File: src/rtl/router_input_port.sv
// Receive side of a credit-based mesh link: flit FIFO, XY route from each head flit,
// per-packet route hold toward the switch allocator, and one credit pulse per popped flit.
module router_input_port #(
    parameter int DEPTH = 4,
    parameter int W     = 20
) (
    input  logic         clk,
    input  logic         RST,
    input  logic [3:0]   position,
    input  logic [W-1:0] in,
    input  logic         vi,
    output logic [W-1:0] o,
    output logic [4:0]   req,
    input  logic         gnt,
    output logic         co,
    output logic         err
);

    localparam int AW = $clog2(DEPTH);

    localparam logic [0:0] IDLE   = 1'b0;
    localparam logic [0:0] ACTIVE = 1'b1;

    logic [W-1:0] mem [DEPTH];
    logic [AW-1:0] wr_ptr;
    logic [AW-1:0] rd_ptr;
    logic [AW:0]   count;
    logic [0:0]    state;
    logic [4:0]    route_q;
    logic [4:0]    route;

    logic       empty;
    logic       full;
    logic       head_flit;
    logic       tail_flit;
    logic       pop_gnt;
    logic       pop_err;
    logic       pop;
    logic       push;
    logic       overflow;
    logic [1:0] x, y, dx, dy;

    assign o         = mem[rd_ptr];
    assign empty     = (count == '0);
    assign full      = (count == (AW+1)'(DEPTH));
    // Type 10/11 opens a packet, type 01/11 closes it.
    assign head_flit = o[W-1];
    assign tail_flit = o[W-2];

    assign x  = position[3:2];
    assign y  = position[1:0];
    assign dx = o[W-3:W-4];
    assign dy = o[W-5:W-6];

    always_comb begin
        route = 5'b10000;
        if (dx > x)      route = 5'b00001;
        else if (dx < x) route = 5'b00010;
        else if (dy > y) route = 5'b00100;
        else if (dy < y) route = 5'b01000;
    end

    assign req      = (state == ACTIVE && !empty) ? route_q : 5'b00000;
    assign pop_gnt  = gnt && (req != 5'b00000);
    assign pop_err  = (state == IDLE) && !empty && !head_flit;
    assign pop      = pop_gnt || pop_err;
    // A full FIFO still accepts a flit when a slot frees on the same edge.
    assign push     = vi && (!full || pop);
    assign overflow = vi && full && !pop;

    // NOTE: the storage array has no reset; only pointers and count define its contents.
    always_ff @(posedge clk) begin
        if (push) begin
            mem[wr_ptr] <= in;
        end
    end

    always_ff @(posedge clk or posedge RST) begin
        if (RST) begin
            wr_ptr  <= '0;
            rd_ptr  <= '0;
            count   <= '0;
            state   <= IDLE;
            route_q <= '0;
            co      <= 1'b0;
            err     <= 1'b0;
        end else begin
            if (push) wr_ptr <= wr_ptr + AW'(1);
            if (pop)  rd_ptr <= rd_ptr + AW'(1);
            count <= count + (AW+1)'(push) - (AW+1)'(pop);
            co    <= pop;
            if (pop_err || overflow) err <= 1'b1;

            case (state)
                IDLE: begin
                    if (!empty && head_flit) begin
                        state   <= ACTIVE;
                        route_q <= route;
                    end
                end
                ACTIVE: begin
                    if (pop_gnt && tail_flit) state <= IDLE;
                end
                default: state <= IDLE;
            endcase
        end
    end

endmodule
File: config.mk
export PLATFORM = sky130hd
export DESIGN_NAME = router_input_port
export DESIGN_NICKNAME = d
export VERILOG_FILES = /design/src/rtl/router_input_port.sv
export SDC_FILE = /design/constraint.sdc
export NUM_CORES = 1
export LEC_CHECK = 0
export BUFFER_PORTS_ARGS = -buffer_cell sky130_fd_sc_hd__buf_2
export CAP_MARGIN = 30
export CORE_ASPECT_RATIO = 1.75
export CORE_MARGIN = 2
export CORE_UTILIZATION = 51
export DETAILED_ROUTE_END_ITERATION = 7
export GPL_TIMING_DRIVEN = 0
export HOLD_SLACK_MARGIN = 0.03
export PLACE_DENSITY = 0.71
export SYNTH_ARGS = -nofsm -noshare
export SYNTH_HDL_FRONTEND = slang
export SYNTH_SLANG_ARGS = --single-unit
File: constraint.sdc
create_clock -name clk -period 2.4 [get_ports clk]
set_input_delay 0.12 -clock clk [delete_from_list [all_inputs] [get_ports clk]]
set_output_delay 0.12 -clock clk [all_outputs]
set_load 0.01 [all_outputs]
Word level (Yosys, flattened, before mapping):

Memories as Yosys holds them, arrays and structs flattened.
Cells that the tools add are included.

* bits in registers: 15
* bits in writable memories: 80
* input port bits: 28
* output and inout bits: 27
* logic and storage cells: 47
* memories kept: 1

* $add $sub $neg: 4
* order comparisons: 4
* eq/ne operators: 1
* muxes and demuxes: 10
* bitwise operators: 1
* reductions and logical operators: 19

Memories
* mem: words 4, width 20, read ports 1, clocked after Yosys merged registers in 0, wr ports 1, RTL line 24 `logic [W-1:0] mem [DEPTH];`

Operator list (count)
* 5-bit 2-to-1 mux: 5
* 1-bit logical AND: 9
* 5-bit nonzero test: 1
* 2-bit by 1-bit adder with 2-bit output, second input constant: 2
* 2-bit greater-than comparator: 2
* 1-bit logical NOT: 4
* 2-bit less-than comparator: 2
* 1-bit 2-to-1 mux: 4
* 3-bit by 1-bit adder with 3-bit output: 1
* 3-bit == test, second input constant: 1
* 3-bit logical NOT: 1
* 1-bit logical OR: 3
* 3-bit by 1-bit subtractor with 3-bit output: 1
* 1-bit case mux with 2 select lines: 1
* 2-bit AND reduction: 1
* 1-bit NOT: 1

Longest topological paths before layout:

* depth after elaboration: 11
* depth in mapped cells: 11
* depth with buffers taken out: 10

Worst setup path after synthesis:

No wires, ideal clock.

* kind: flip-flop to flip-flop
* start: register route_q[1]
* end: register count[2]
* setup time: 0.123 ns
* arrival: 2.362 ns
* required time: 2.277 ns
* setup slack: -0.085 ns
* cell stages (with the launch flop): 10
* path buffers: 0
* clock period less this slack: 2.485 ns
* cells stage by stage: dfrtp_1 > or4_4 > o211ai_4 > a31oi_1 > ha_1 > inv_1 > ha_1 > fa_1 > xnor2_1 > xnor2_1

* cells in the longest elaborated chain, start to end: 8

RTL lines
* start: declaration: RTL line 29 `logic [4:0] route_q;`
* start signal: assignment: RTL line 98 `route_q <= route;`
* 5-bit 2-to-1 mux *: RTL line 63 `assign req = (state == ACTIVE && !empty) ? route_q : 5'b00000;`
* 5-bit nonzero test *: RTL line 64 `assign pop_gnt = gnt && (req != 5'b00000);`
* 1-bit logical AND *: RTL line 64
* 1-bit logical OR *: RTL line 66 `assign pop = pop_gnt || pop_err;`
* via pop: RTL line 38 `logic pop;`
* 1-bit logical OR: RTL line 68 `assign push = vi && (!full || pop);`
* 1-bit logical AND: RTL line 68
* 3-bit by 1-bit adder with 3-bit output: RTL line 90 `count <= count + (AW+1)'(push) - (AW+1)'(pop);`
* 3-bit by 1-bit subtractor with 3-bit output *: RTL line 90
* end signal: assignment: RTL line 90
* end: declaration: RTL line 27 `logic [AW:0] count;`

Mark *: on every way through the listed nets, which the timed path passes. The rest lies on a longest branch.
A chain may end at the register's enable or synchronous reset.

Worst setup path after layout:

* start: register route_q[1]
* end: register count[2]

* cells in the longest elaborated chain, start to end: 8

RTL lines (RTL line)
* 5-bit 2-to-1 mux *: 63
* 5-bit nonzero test *: 64
* 1-bit logical AND *: 64
* 1-bit logical OR *: 66
* 1-bit logical OR: 68
* 1-bit logical AND: 68
* 3-bit by 1-bit adder with 3-bit output: 90
* 3-bit by 1-bit subtractor with 3-bit output *: 90

Mark *: on every way between the ends. The rest lies on a longest branch, timed or not.

==> results.json <==
{
  "antenna_cells": 0,
  "crit_top_cell": "inv_1",
  "tns_ns": -0.277,
  "num_rows": 42,
  "final-max-slew-violation-count": 0,
  "slowest_stage": "or4_4",
  "cp-start-kind": "register",
  "hold_violations": 0,
  "crit_buf_inv": 3,
  "area_delta_synth_final_pct": 25.0,
  "power.density_nw_per_um2": 1260,
  "r2r-start": "route_q[1]$_DFFE_PP0P_",
  "worstPathCellList": "or4_4 > o211ai_4 > buf_6 > a41oi_4 > inv_1 > ha_1 > inv_1 > ha_2 > fa_2 > xnor2_2 > xnor2_1",
  "finClkSkew_ns": 0.00631,
  "cts_max_level": 3,
  "fin_crit_sh_pct": 107,
  "die_w_um": 70.1,
  "grt_pass1_vias": 2216,
  "min-delay-path-class": "primary input to register",
  "start_util_pct": 51.9,
  "worstMarginPinSlew_ns": 0.637,
  "cellLeakagePower_nw": 1.87,
  "antenna_found_initial": 0,
  "cts_tree": "built",
  "fin_nets": 329,
  "hpwl_mm": 4.39,
  "synth_cell_types": 41,
  "cts_sinks": 95,
  "syn_area_um2": 3900,
  "path_clk_slew_ns": 0.06,
  "dr.pass1.iters": 4,
  "layout_min_cycle_time_ns": 2.57,
  "num_vias": 2063,
  "grt_setup_unrepaired": "true",
  "crit_family": "adder cells",
  "dpl_cell_area_um2": 4280,
  "syn_area_per_cell_um2": 19.4,
  "grt_overflow": 0,
  "vias_per_cell": 5.39,
  "max-slew-margin-rel_pct": 57.2,
  "status": "complete, but fails checks",
  "multi_input_area_um2": 1030,
  "drc": 0,
  "fill_cells": 540,
  "dieArea_um2": 8390,
  "critPathKind": "register to register",
  "synth_edf_count": 80,
  "setup_viol": 2,
  "grt_usage_pct": 17.9,
  "violations": "setup timing",
  "core-area_um2": 7510,
  "slowest_delay_ns": 0.58,
  "stdcell_area_um2": 4870,
  "worstPathArrival_ns": 2.79,
  "drtAntennaViolNets": 0,
  "drive_gt1_share_pct": 38.6,
  "max_clock_freq_ghz": 0.389,
  "crit_start": "route_q[1]$_DFFE_PP0P_",
  "grt_max_degree": 21,
  "drt-initial-drc-count": 84,
  "wl_per_cell_um": 18.1,
  "ys.flop_type": "edfxtp_1",
  "io_buffer_count": 54,
  "cp-end-kind": "register",
  "grt_pass1_wl_mm": 11.2,
  "synthesis.instances": 201,
  "clockBufferDepth": 2,
  "worstPathRequired_ns": 2.62,
  "synthArstFlopShare_pct": 15.8,
  "crit_fanout": 3,
  "fin_util_pct": 64.8,
  "maxCapViolCount": 0,
  "insertion_delay_ns": 0.33,
  "syn_nets": 240,
  "yosysSeqAreaShare_pct": 71.2,
  "regArea_um2": 2780,
  "wl_mm": 6.94,
  "ios": 55,
  "min_from": "vi",
  "clock-root-buffer": "clkbuf_16",
  "irDropWorstVdd_v": 0.000650,
  "synth-seq-cells": 95,
  "die_h_um": 120,
  "routabilityCongestion": 0.761,
  "fin_ws_ns": -0.170,
  "yosysWarnings": 0,
  "cts_made_buffers": 9
}
## power breakdown
| group | leakage [nW] | total, W | internal [W] | switching [W] |
|---|---|---|---|---|
| sequential | 0.913 | 0.00239 | 0.00222 | 0.000168 |
| clock | 0.155 | 0.00148 | 0.000905 | 0.000571 |
| combinational | 0.807 | 0.00225 | 0.00110 | 0.00116 |
| total | 1.87 | 0.00612 | 0.00423 | 0.00189 |
## cell type report
type / instances / share of cell area [%]
plain buffers: 7 / 1.39
multi-input cells: 83 / 21.2
clock buffers: 9 / 4.62
clock inverters: 7 / 1.77
inverters: 15 / 1.16
repair buffers: 79 / 10.6
well taps: 88 / 2.26
flip-flops and latches: 95 / 57.0
## worst min-delay path, cell delays in order
cell,delay (ns)
buf_2,0.10
a31oi_1,0.07
o311ai_0,0.08
## cells in the mapped netlist, drive strengths merged (2+ instances only)
master / instances / area share (%)
nand2: 5 / 0.48
nand3: 3 / 0.51
mux2: 2 / 0.67
mux2i: 2 / 0.51
and2: 5 / 0.93
ha: 10 / 3.2
xnor2: 3 / 0.67
a21o: 2 / 0.38
o31ai: 3 / 0.58
a21oi: 3 / 0.38
a31oi: 2 / 0.32
mux4: 20 / 12
and3: 5 / 0.83
dfrtp: 15 / 9.6
o211ai: 3 / 0.93
buf: 4 / 0.90
clkbuf: 4 / 0.64
inv: 15 / 1.4
edfxtp: 80 / 62
## per-stage QoR
step,cells,setup WS (ns),total power [W],hold WS (ns)
floorplan,201,-0.0769,0.00389,0.0215
global placement,343,-0.415,0.00449,0.220
detailed placement,343,-0.411,0.00455,0.223
CTS,383,-0.178,0.00618,0.0801
global route,383,-0.278,0.00647,0.107
finish,383,-0.170,0.00612,0.0913
## sequential cells by signal, summed over array words and instances, names as in the netlist
signal / flops
state: 1
mem: 80
rd_ptr: 2
wr_ptr: 2
route_q: 5
co: 1
err: 1
count: 3
## cell usage in the layout (no fill, tap or decap), types with 2 or more instances in the layout
master	instances
mux2i_1	2
a21o_1	2
bufinv_16	2
and2_2	2
dfrtp_1	15
a21oi_1	3
o31ai_1	3
dlygate4sd3_1	21
mux4_2	20
clkbuf_4	3
and3_1	4
xnor2_1	2
and2_4	2
o211ai_1	2
edfxtp_1	80
buf_4	4
inv_1	15
clkinv_2	2
clkinv_1	2
nand2_1	5
nand3_1	2
ha_1	9
clkbuf_16	9
buf_2	54
## metal layers
layer / routed length, µm / track usage, %
met3: 186 / 3.44
met2: 3820 / 30.7
met1: 2810 / 21.7
met5: 0 / 0
met4: 117 / 8.53
## logic make-up after synthesis
family	share of synthesized area, %
buf+inv	2.98
simple gates	3.79
fa+ha+maj	3.72
mux	12.7
compound gates	4.62
xor+xnor	0.899
flops	71.2
## timing repair
action | CTS | global route
pin swaps | 3 | 0
setup endpoints to repair | 16 | 44
gates resized for setup | 8 | 4
hold endpoints to repair | 95 | 0
hold buffers | 21 | 0
buffers inserted | 4 | 0
## worst paths after layout
check                                              end  slack, ns  depth (start not counted)
worst max-delay path                count[2]$_DFF_PP0_      -0.17                         11
max in group asynchronous       route_q[0]$_DFFE_PP0P_       1.61                          3
worst min register to register         err$_DFFE_PP0P_       0.51                          2
worst max register to register      count[2]$_DFF_PP0_      -0.17                         11
worst min-delay path                   err$_DFFE_PP0P_       0.09                          3
min in group asynchronous                 co$_DFF_PP0_       0.39                          3
(Power assumes the default switching activity.)
